$ cat src/rtl/fb_pkg.sv
// Shared frame-buffer definitions used by the scanout reader and its output FIFO.
package fb_pkg;
  localparam int H_RES     = 800;
  localparam int V_RES     = 480;
  localparam int FB_PIXELS = H_RES * V_RES;
  localparam int FB_ADDRW  = $clog2(FB_PIXELS);
  localparam int PIXW      = 4;

  localparam logic [PIXW-1:0] BG_INDEX          = 4'h0;
  localparam logic [PIXW-1:0] TRANSPARENT_INDEX = 4'hF;

  typedef struct packed {
    logic [PIXW-1:0] pix;
    logic            sol;
    logic            eof;
  } fb_beat_t;

  typedef enum logic [1:0] {
    ST_IDLE,
    ST_READ,
    ST_DRAIN
  } scan_state_t;
endpackage

$ cat src/rtl/fb_fifo.sv
// First-word-fall-through FIFO of scanout beats with an occupancy count.
module fb_fifo
  import fb_pkg::*;
#(
  parameter int FIFO_DEPTH = 4,
  localparam int AW = $clog2(FIFO_DEPTH)
) (
  input  logic          clk,
  input  logic          rst,
  input  logic          push,
  input  fb_beat_t      din,
  input  logic          pop,
  output fb_beat_t      dout,
  output logic          empty,
  output logic [AW:0]   count
);
  fb_beat_t      mem [FIFO_DEPTH];
  logic [AW-1:0] wr_ptr;
  logic [AW-1:0] rd_ptr;

  always_ff @(posedge clk) begin
    if (rst) begin
      wr_ptr <= '0;
      rd_ptr <= '0;
      count  <= '0;
    end else begin
      if (push) wr_ptr <= wr_ptr + 1'b1;
      if (pop)  rd_ptr <= rd_ptr + 1'b1;
      case ({push, pop})
        2'b10:   count <= count + 1'b1;
        2'b01:   count <= count - 1'b1;
        default: count <= count;
      endcase
    end
  end

  // Storage is data only; occupancy alone decides what is valid.
  always_ff @(posedge clk) begin
    if (push) mem[wr_ptr] <= din;
  end

  assign dout  = mem[rd_ptr];
  assign empty = (count == '0);
endmodule

$ cat src/rtl/fb_scanout.sv
// Raster-order frame-buffer reader with credit-limited read pipeline,
// ready/valid pixel output and optional clear-behind writes.
module fb_scanout
  import fb_pkg::*;
#(
  parameter int               H_RES      = fb_pkg::H_RES,
  parameter int               V_RES      = fb_pkg::V_RES,
  parameter int               PIXW       = fb_pkg::PIXW,
  parameter int               ADDRW      = fb_pkg::FB_ADDRW,
  parameter bit               HALF_RES   = 1'b0,
  parameter int               RD_LAT     = 1,
  parameter int               FIFO_DEPTH = 4,
  parameter bit               CLEAR_EN   = 1'b1,
  parameter logic [PIXW-1:0]  BG_INDEX   = fb_pkg::BG_INDEX
) (
  input  logic              clk,
  input  logic              rst,
  input  logic              start,
  output logic              busy,
  output logic              done,
  output logic              fb_rd_en,
  output logic [ADDRW-1:0]  fb_rd_addr,
  input  logic [PIXW-1:0]   fb_rd_data,
  output logic              fb_wr_en,
  output logic [ADDRW-1:0]  fb_wr_addr,
  output logic [PIXW-1:0]   fb_wr_data,
  output logic [PIXW-1:0]   pix,
  output logic              pix_valid,
  input  logic              pix_ready,
  output logic              pix_sol,
  output logic              pix_eof
);
  localparam int XW = (H_RES > 1) ? $clog2(H_RES) : 1;
  localparam int YW = (V_RES > 1) ? $clog2(V_RES) : 1;
  localparam int AW = $clog2(FIFO_DEPTH);
  localparam int CW = AW + 1;
  localparam logic [XW-1:0]    X_LAST    = XW'(H_RES - 1);
  localparam logic [YW-1:0]    Y_LAST    = YW'(V_RES - 1);
  localparam logic [ADDRW-1:0] LINE_STEP = ADDRW'(H_RES);

  typedef struct packed {
    logic [ADDRW-1:0] addr;
    logic             sol;
    logic             eof;
    logic             xodd;
  } rd_tag_t;

  scan_state_t      state;
  scan_state_t      state_nxt;
  logic [XW-1:0]    x;
  logic [YW-1:0]    y;
  logic [ADDRW-1:0] line_base;
  logic [ADDRW-1:0] pix_addr;
  logic             last_pix;
  logic             rd_issue;
  logic             vld_p [RD_LAT];
  rd_tag_t          tag_p [RD_LAT];
  logic             tap_vld;
  rd_tag_t          tap_tag;
  logic [CW-1:0]    occupancy;
  logic [CW-1:0]    inflight;
  fb_beat_t         push_beat;
  fb_beat_t         head;
  logic             fifo_empty;
  logic             pop;

  assign pix_addr   = line_base + ADDRW'(x);
  assign last_pix   = (x == X_LAST) && (y == Y_LAST);
  assign fb_rd_addr = HALF_RES ? (pix_addr >> 1) : pix_addr;

  always_comb begin
    inflight = '0;
    for (int i = 0; i < RD_LAT; i++) inflight = inflight + CW'(vld_p[i]);
  end

  // Credit counts both queued beats and reads still in the memory pipe,
  // so every returning word is guaranteed a FIFO slot.
  assign rd_issue = (state == ST_READ) && !rst &&
                    ((int'(occupancy) + int'(inflight)) < FIFO_DEPTH);
  assign fb_rd_en = rd_issue;

  always_ff @(posedge clk) begin
    if (rst) state <= ST_IDLE;
    else     state <= state_nxt;
  end

  always_comb begin
    state_nxt = state;
    busy      = 1'b0;
    done      = 1'b0;
    case (state)
      ST_IDLE: begin
        if (start) state_nxt = ST_READ;
      end
      ST_READ: begin
        busy = 1'b1;
        if (rd_issue && last_pix) state_nxt = ST_DRAIN;
      end
      ST_DRAIN: begin
        busy = 1'b1;
        if (pop && head.eof) begin
          state_nxt = ST_IDLE;
          done      = 1'b1;
        end
      end
      default: state_nxt = ST_IDLE;
    endcase
  end

  always_ff @(posedge clk) begin
    if (rst) begin
      x         <= '0;
      y         <= '0;
      line_base <= '0;
    end else if (rd_issue) begin
      if (x == X_LAST) begin
        x <= '0;
        if (y == Y_LAST) begin
          y         <= '0;
          line_base <= '0;
        end else begin
          y         <= y + 1'b1;
          line_base <= line_base + LINE_STEP;
        end
      end else begin
        x <= x + 1'b1;
      end
    end
  end

  // Read pipe stage 0..RD_LAT-1: valid and tags track the memory latency
  always_ff @(posedge clk) begin
    if (rst) begin
      for (int i = 0; i < RD_LAT; i++) vld_p[i] <= 1'b0;
    end else begin
      vld_p[0] <= rd_issue;
      for (int i = 1; i < RD_LAT; i++) vld_p[i] <= vld_p[i-1];
    end
  end

  always_ff @(posedge clk) begin
    tag_p[0] <= '{addr: fb_rd_addr, sol: (x == '0), eof: last_pix, xodd: x[0]};
    for (int i = 1; i < RD_LAT; i++) tag_p[i] <= tag_p[i-1];
  end

  assign tap_vld   = vld_p[RD_LAT-1];
  assign tap_tag   = tag_p[RD_LAT-1];
  assign push_beat = '{pix: fb_rd_data, sol: tap_tag.sol, eof: tap_tag.eof};

  // Capture stage: returning word enters the FIFO, location is cleared behind
  fb_fifo #(
    .FIFO_DEPTH (FIFO_DEPTH)
  ) u_fifo (
    .clk   (clk),
    .rst   (rst),
    .push  (tap_vld),
    .din   (push_beat),
    .pop   (pop),
    .dout  (head),
    .empty (fifo_empty),
    .count (occupancy)
  );

  // A pixel pair shares one word in half-res mode; clear it after the odd pixel.
  assign fb_wr_en   = CLEAR_EN && tap_vld && !rst && (!HALF_RES || tap_tag.xodd);
  assign fb_wr_addr = fb_wr_en ? tap_tag.addr : '0;
  assign fb_wr_data = BG_INDEX;

  assign pix_valid = !fifo_empty;
  assign pop       = pix_valid && pix_ready;
  assign pix       = pix_valid ? head.pix : '0;
  assign pix_sol   = pix_valid && head.sol;
  assign pix_eof   = pix_valid && head.eof;
endmodule

$ cat config.mk
export PLATFORM = sky130hd
export DESIGN_NAME = fb_scanout
export DESIGN_NICKNAME = d
export VERILOG_FILES = /design/src/rtl/fb_pkg.sv /design/src/rtl/fb_fifo.sv /design/src/rtl/fb_scanout.sv
export SDC_FILE = /design/constraint.sdc
export NUM_CORES = 1
export LEC_CHECK = 0
export BUFFER_PORTS_ARGS = -buffer_cell sky130_fd_sc_hd__buf_2
export CAP_MARGIN = 20
export CORE_ASPECT_RATIO = 2
export CORE_MARGIN = 4
export CORE_UTILIZATION = 60
export CTS_BUF_LIST = sky130_fd_sc_hd__clkbuf_8 sky130_fd_sc_hd__clkbuf_16
export CTS_CLUSTER_DIAMETER = 120
export CTS_CLUSTER_SIZE = 25
export DETAILED_ROUTE_END_ITERATION = 6
export PLACE_DENSITY_LB_ADDON = 0.1
export SKIP_LAST_GASP = 1
export SYNTH_ARGS = -nofsm -noshare
export SYNTH_HDL_FRONTEND = slang
export SYNTH_SLANG_ARGS = --single-unit
$ cat constraint.sdc
create_clock -name clk -period 3.17 [get_ports clk]
set_clock_uncertainty 0.1 [all_clocks]
set_input_delay 0.1585 -clock clk [delete_from_list [all_inputs] [get_ports clk]]
set_output_delay 0.1585 -clock clk [all_outputs]
set_load 0.05 [all_outputs]
==> results_tabular.tex <==
\begin{tabular}{lr}
\hline
Metric & Value \\
\hline
\multicolumn{2}{l}{\textbf{Place}} \\
\quad Final estimated routing congestion in global placement & 0.7865 \\
\quad Pre-CTS setup slack & 655.5 ps \\
\quad Sum of net half-perimeters after detailed placement & 5681 microns \\
\quad Number of port buffers & 56 \\
\multicolumn{2}{l}{\textbf{Setup path}} \\
\quad Data arrival at the endpoint of the critical path & 2610 ps \\
\quad Critical path class & reg -> out \\
\quad Worst path max stage delay & 420 ps \\
\quad Largest delay share family, worst path & compound AO/OA/AOI/OAI gates \\
\quad Worst setup path end & fb\_rd\_addr[18] \\
\quad Kind of start point of the critical path & flip-flop \\
\quad Endpoint required time on the critical path & 2910 ps \\
\quad Buf+Inv Stages, Crit Path & 1 \\
\quad Reg2Reg Depth & 8 \\
\quad Launch point of the worst path & x[6]\$\_SDFFE\_PP0P\_ \\
\quad Worst-path maximum fanout & 9 \\
\quad Worst r2r src & u\_fifo.count[0]\$\_SDFFE\_PP0P\_ \\
\quad Cell at the slowest stage of the critical path & dfxtp\_1 \\
\quad Critical path, cell by cell & ha\_1, a21oi\_1, o211ai\_1, a21oi\_2, and3b\_1, xor2\_1, buf\_2 \\
\quad Worst R2R Setup Slack & 760 ps \\
\quad Capture point of the worst reg-to-reg path & u\_fifo.count[2]\$\_SDFFE\_PP0P\_ \\
\quad Worst path depth & 7 \\
\quad Setup crit end kind & primary output \\
\multicolumn{2}{l}{\textbf{Synth}} \\
\quad Share of flip-flops with an asynchronous set or reset & 0\% \\
\quad Top FF cell, synth & dfxtp\_1 \\
\quad Combinational family with the most area after synthesis & simple AND/OR/NAND/NOR gates \\
\quad Post-synthesis share of cell area spent on and, or, nand and nor gates & 22.08\% \\
\quad Number of flip-flops and latches in the synthesized netlist & 90 \\
\quad Synth top area cells & dfxtp\_1 (32\%), edfxtp\_1 (18\%), xor2\_1 (7.5\%), ha\_1 (5.5\%), and2\_1 (4.6\%) \\
\quad Synthesized netlist cell count & 385 \\
\quad Number of enable-type register cells in the synthesized netlist & 24 \\
\quad Count of unique library cells instantiated by Yosys & 47 \\
\quad Synthesized-area fraction occupied by xor and xnor cells & 9.230\% \\
\quad Syn. warnings & 0 \\
\quad Fraction of synthesized cell area taken by the top area cell type & 32.38\% \\
\quad Average footprint of a synthesized cell & 10.60 sq um \\
\quad Post-synthesis share of cell area spent on full adders, half adders and majority gates & 6.010\% \\
\quad Library cell occupying the most area in the post-synthesis netlist & dfxtp\_1 \\
\quad Compound-cell area share of the yosys netlist & 3.097\% \\
\quad Sequential share of the synthesized area & 50.05\% \\
\quad Mux share of post-synthesis cell area & 4.293\% \\
\quad Post-synth design cell area & 4080 sq um \\
\multicolumn{2}{l}{\textbf{Floorplanning}} \\
\quad Die H & 124.6 microns \\
\quad Floorplan die width & 66.31 microns \\
\quad Core outline area & 6621 sq um \\
\quad Number of placement rows & 42 \\
\quad Top Ports & 61 \\
\quad Initial standard-cell utilization of the core & 61.62\% \\
\quad Die area & 8264 sq um \\
\multicolumn{2}{l}{\textbf{Clock network}} \\
\quad Total of cells resized after clock tree synthesis & 0 \\
\quad Clock transition at the registers of the reported paths & 60 ps \\
\quad Later-pin clock latency in the skew report & 330 ps \\
\quad Inserted Clock Buffers & 9 \\
\quad Count of H-tree levels built during CTS & 3 \\
\quad Clk sinks & 90 \\
\quad Root buffer cell & clkbuf\_16 \\
\quad Clock buffer depth & 2 \\
\quad CTS tree & done \\
\multicolumn{2}{l}{\textbf{Timing}} \\
\quad Highest attainable clock frequency & 0.3485 GHz \\
\quad Setup TNS after final layout & 0 ps \\
\quad Number of max-slew violations in the final report & 0 \\
\quad Number of failing setup endpoints in the final timing report & 0 \\
\quad Final Hold Violating Endpoints & 0 \\
\quad Setup repair after global routing missed its margin & no \\
\quad Shortest period the worst path allows & 2869 ps \\
\quad Final critical-path setup slack & 300.9 ps \\
\quad Normalized max-slew margin & 51.54\% \\
\quad Pin slew with the least headroom to its limit & 724.2 ps \\
\quad Post-route clock period utilization & 90.51\% \\
\multicolumn{2}{l}{\textbf{Cells and area}} \\
\quad Share of cells above drive strength 1 & 19.36\% \\
\quad Area grow syn2layout & 14.69\% \\
\quad Final antenna diode count & 0 \\
\quad Most common library cell in the layout ignoring fill and taps & dfxtp\_1 \\
\quad Commonest cells after routing, fill and taps aside & dfxtp\_1 (66), buf\_2 (56), nor2\_1 (46), xor2\_1 (35), and2\_1 (30) \\
\quad Nets & 461 \\
\multicolumn{2}{l}{\textbf{Route}} \\
\quad Vias after detailed routing & 2,773 \\
\quad Detail-routed via count per cell & 5.262 \\
\quad WL/cell & 14.54 microns \\
\quad Detailed-route DRC error count & 0 \\
\quad Post-route antenna net violation count & 0 \\
\quad Pre-antenna DRT Iters & 4 \\
\quad Initial DRC count & 123 \\
\quad Drt total wl & 7661 microns \\
\multicolumn{2}{l}{\textbf{Global route}} \\
\quad Initial antenna violation count & 0 \\
\quad Largest net degree at the start of global routing & 23 \\
\quad Global Route Usage Sum & 19.97\% \\
\quad Via count of the first global-routing pass & 2,636 \\
\quad Global-route wire length before repair & 12,500 microns \\
\quad GRT overflow & 0 \\
\multicolumn{2}{l}{\textbf{Power}} \\
\quad Sequential fraction of design power & 42.6\% \\
\quad Leakage power & 2.005 nW \\
\quad Sw Share & 30.71\% \\
\quad Max IR drop VDD & 398.5 uV \\
\quad Clock network fraction of total power & 34.3\% \\
\quad Reported net switching power & 0.9589 mW \\
\quad Internal portion of total power & 2.164 mW \\
\quad Power per cell area & 667.3 nW/um\^{}2 \\
\quad Power share of the combinational group & 23.1\% \\
\multicolumn{2}{l}{\textbf{Outcome}} \\
\quad Result of the run & finished clean \\
\multicolumn{2}{l}{\textbf{Hold path}} \\
\quad Hold\_sp & rst \\
\quad Type of the most critical hold path & in -> reg \\
\multicolumn{2}{l}{\textbf{Run}} \\
\quad Max cap viols & 0 \\
\hline
\end{tabular}
[synthesized netlist by cell type (5+ instances only)]
cell type,count
dfxtp_1,66
nand4_1,14
clkbuf_1,10
nand2_1,15
and3_1,12
and2_1,30
nor2_1,46
buf_2,5
ha_1,18
a21oi_1,7
inv_1,11
xnor2_1,8
nand3_1,12
xor2_1,35
edfxtp_1,24
o21ai_0,6
mux4_2,6
buf_4,9
nand2b_1,8
[state kept, by name, summed over array words and instances, names as in the netlist, 3 cells and up, named ones only]
register      cells
u_fifo.mem       24
u_fifo.count      3
y                 9
line_base        14
tag_p            21
x                10
[power by group through the flow]
stage	Sequential (mW)	Clock (mW)	Combinational, mW
floorplan	1.32	0	0.638
global placement	1.35	0	0.714
detailed placement	1.36	0	0.722
CTS	1.33	1.09	0.728
global route	1.34	1.15	0.783
finish	1.33	1.07	0.721
[through the flow]
stage,area (sq um),instances,power (mW),hold WS (ps),utilization [%]
2_1_floorplan,4091,388,1.957,157.4,-
3_3_place_gp,4335,507,2.063,272.1,65.48
3_5_place_dp,4335,507,2.078,277.3,65.48
4_1_cts,4679,527,3.150,131.2,70.67
5_1_grt,4679,527,3.273,139.3,70.67
6_report,4679,527,3.123,130.5,70.67
[kinds of logic after synthesis]
family,Yosys count
XOR/XNOR,43
AO/OA/AOI/OAI,19
adder cells (fa/ha/maj),19
flip-flops,90
AND/OR/NAND/NOR,164
multiplexers,10
buffers and inverters,39
other,1
[layer usage]
layer | share of wire (%) | vias to the layer above | global-route usage (%) | routed length, microns
met1 | 37 | 1325 | 20.59 | 2828
li1 | - | 1386 | - | -
met3 | 3.7 | 7 | 4.693 | 280
met4 | 1.7 | 0 | 7.904 | 133
met2 | 58 | 55 | 36.85 | 4418
met5 | 0 | - | 0 | 0
[repair_timing]
item                      CTS  global route
buffers inserted            0             0
hold buffers                4             0
hold endpoints to repair   16             0
[worst min-delay path by stage]
| stage | endpoint | depth (start not counted) | slack, ps |
|---|---|---|---|
| global route | x[4]$_SDFFE_PP0P_ | 2 | 140 |
| CTS | x[4]$_SDFFE_PP0P_ | 2 | 130 |
| floorplan | u_fifo.mem[0][2]$_DFFE_PP_ | 0 | 160 |
| global placement | u_fifo.mem[1][4]$_DFFE_PP_ | 1 | 270 |
| detailed placement | u_fifo.mem[1][5]$_DFFE_PP_ | 1 | 280 |
| finish | x[4]$_SDFFE_PP0P_ | 2 | 130 |
[area by class of cell]
type | instances | area, sq um
sequential | 90 | 2042
fill | 536 | 1942
multi-input combinational | 259 | 1839
timing repair buffer | 63 | 342.8
clock buffer | 9 | 225.2
tap | 88 | 110.1
clock inverter | 7 | 78.83
inverter | 11 | 41.29
Note: power is estimated with default switching activity, not from simulation.
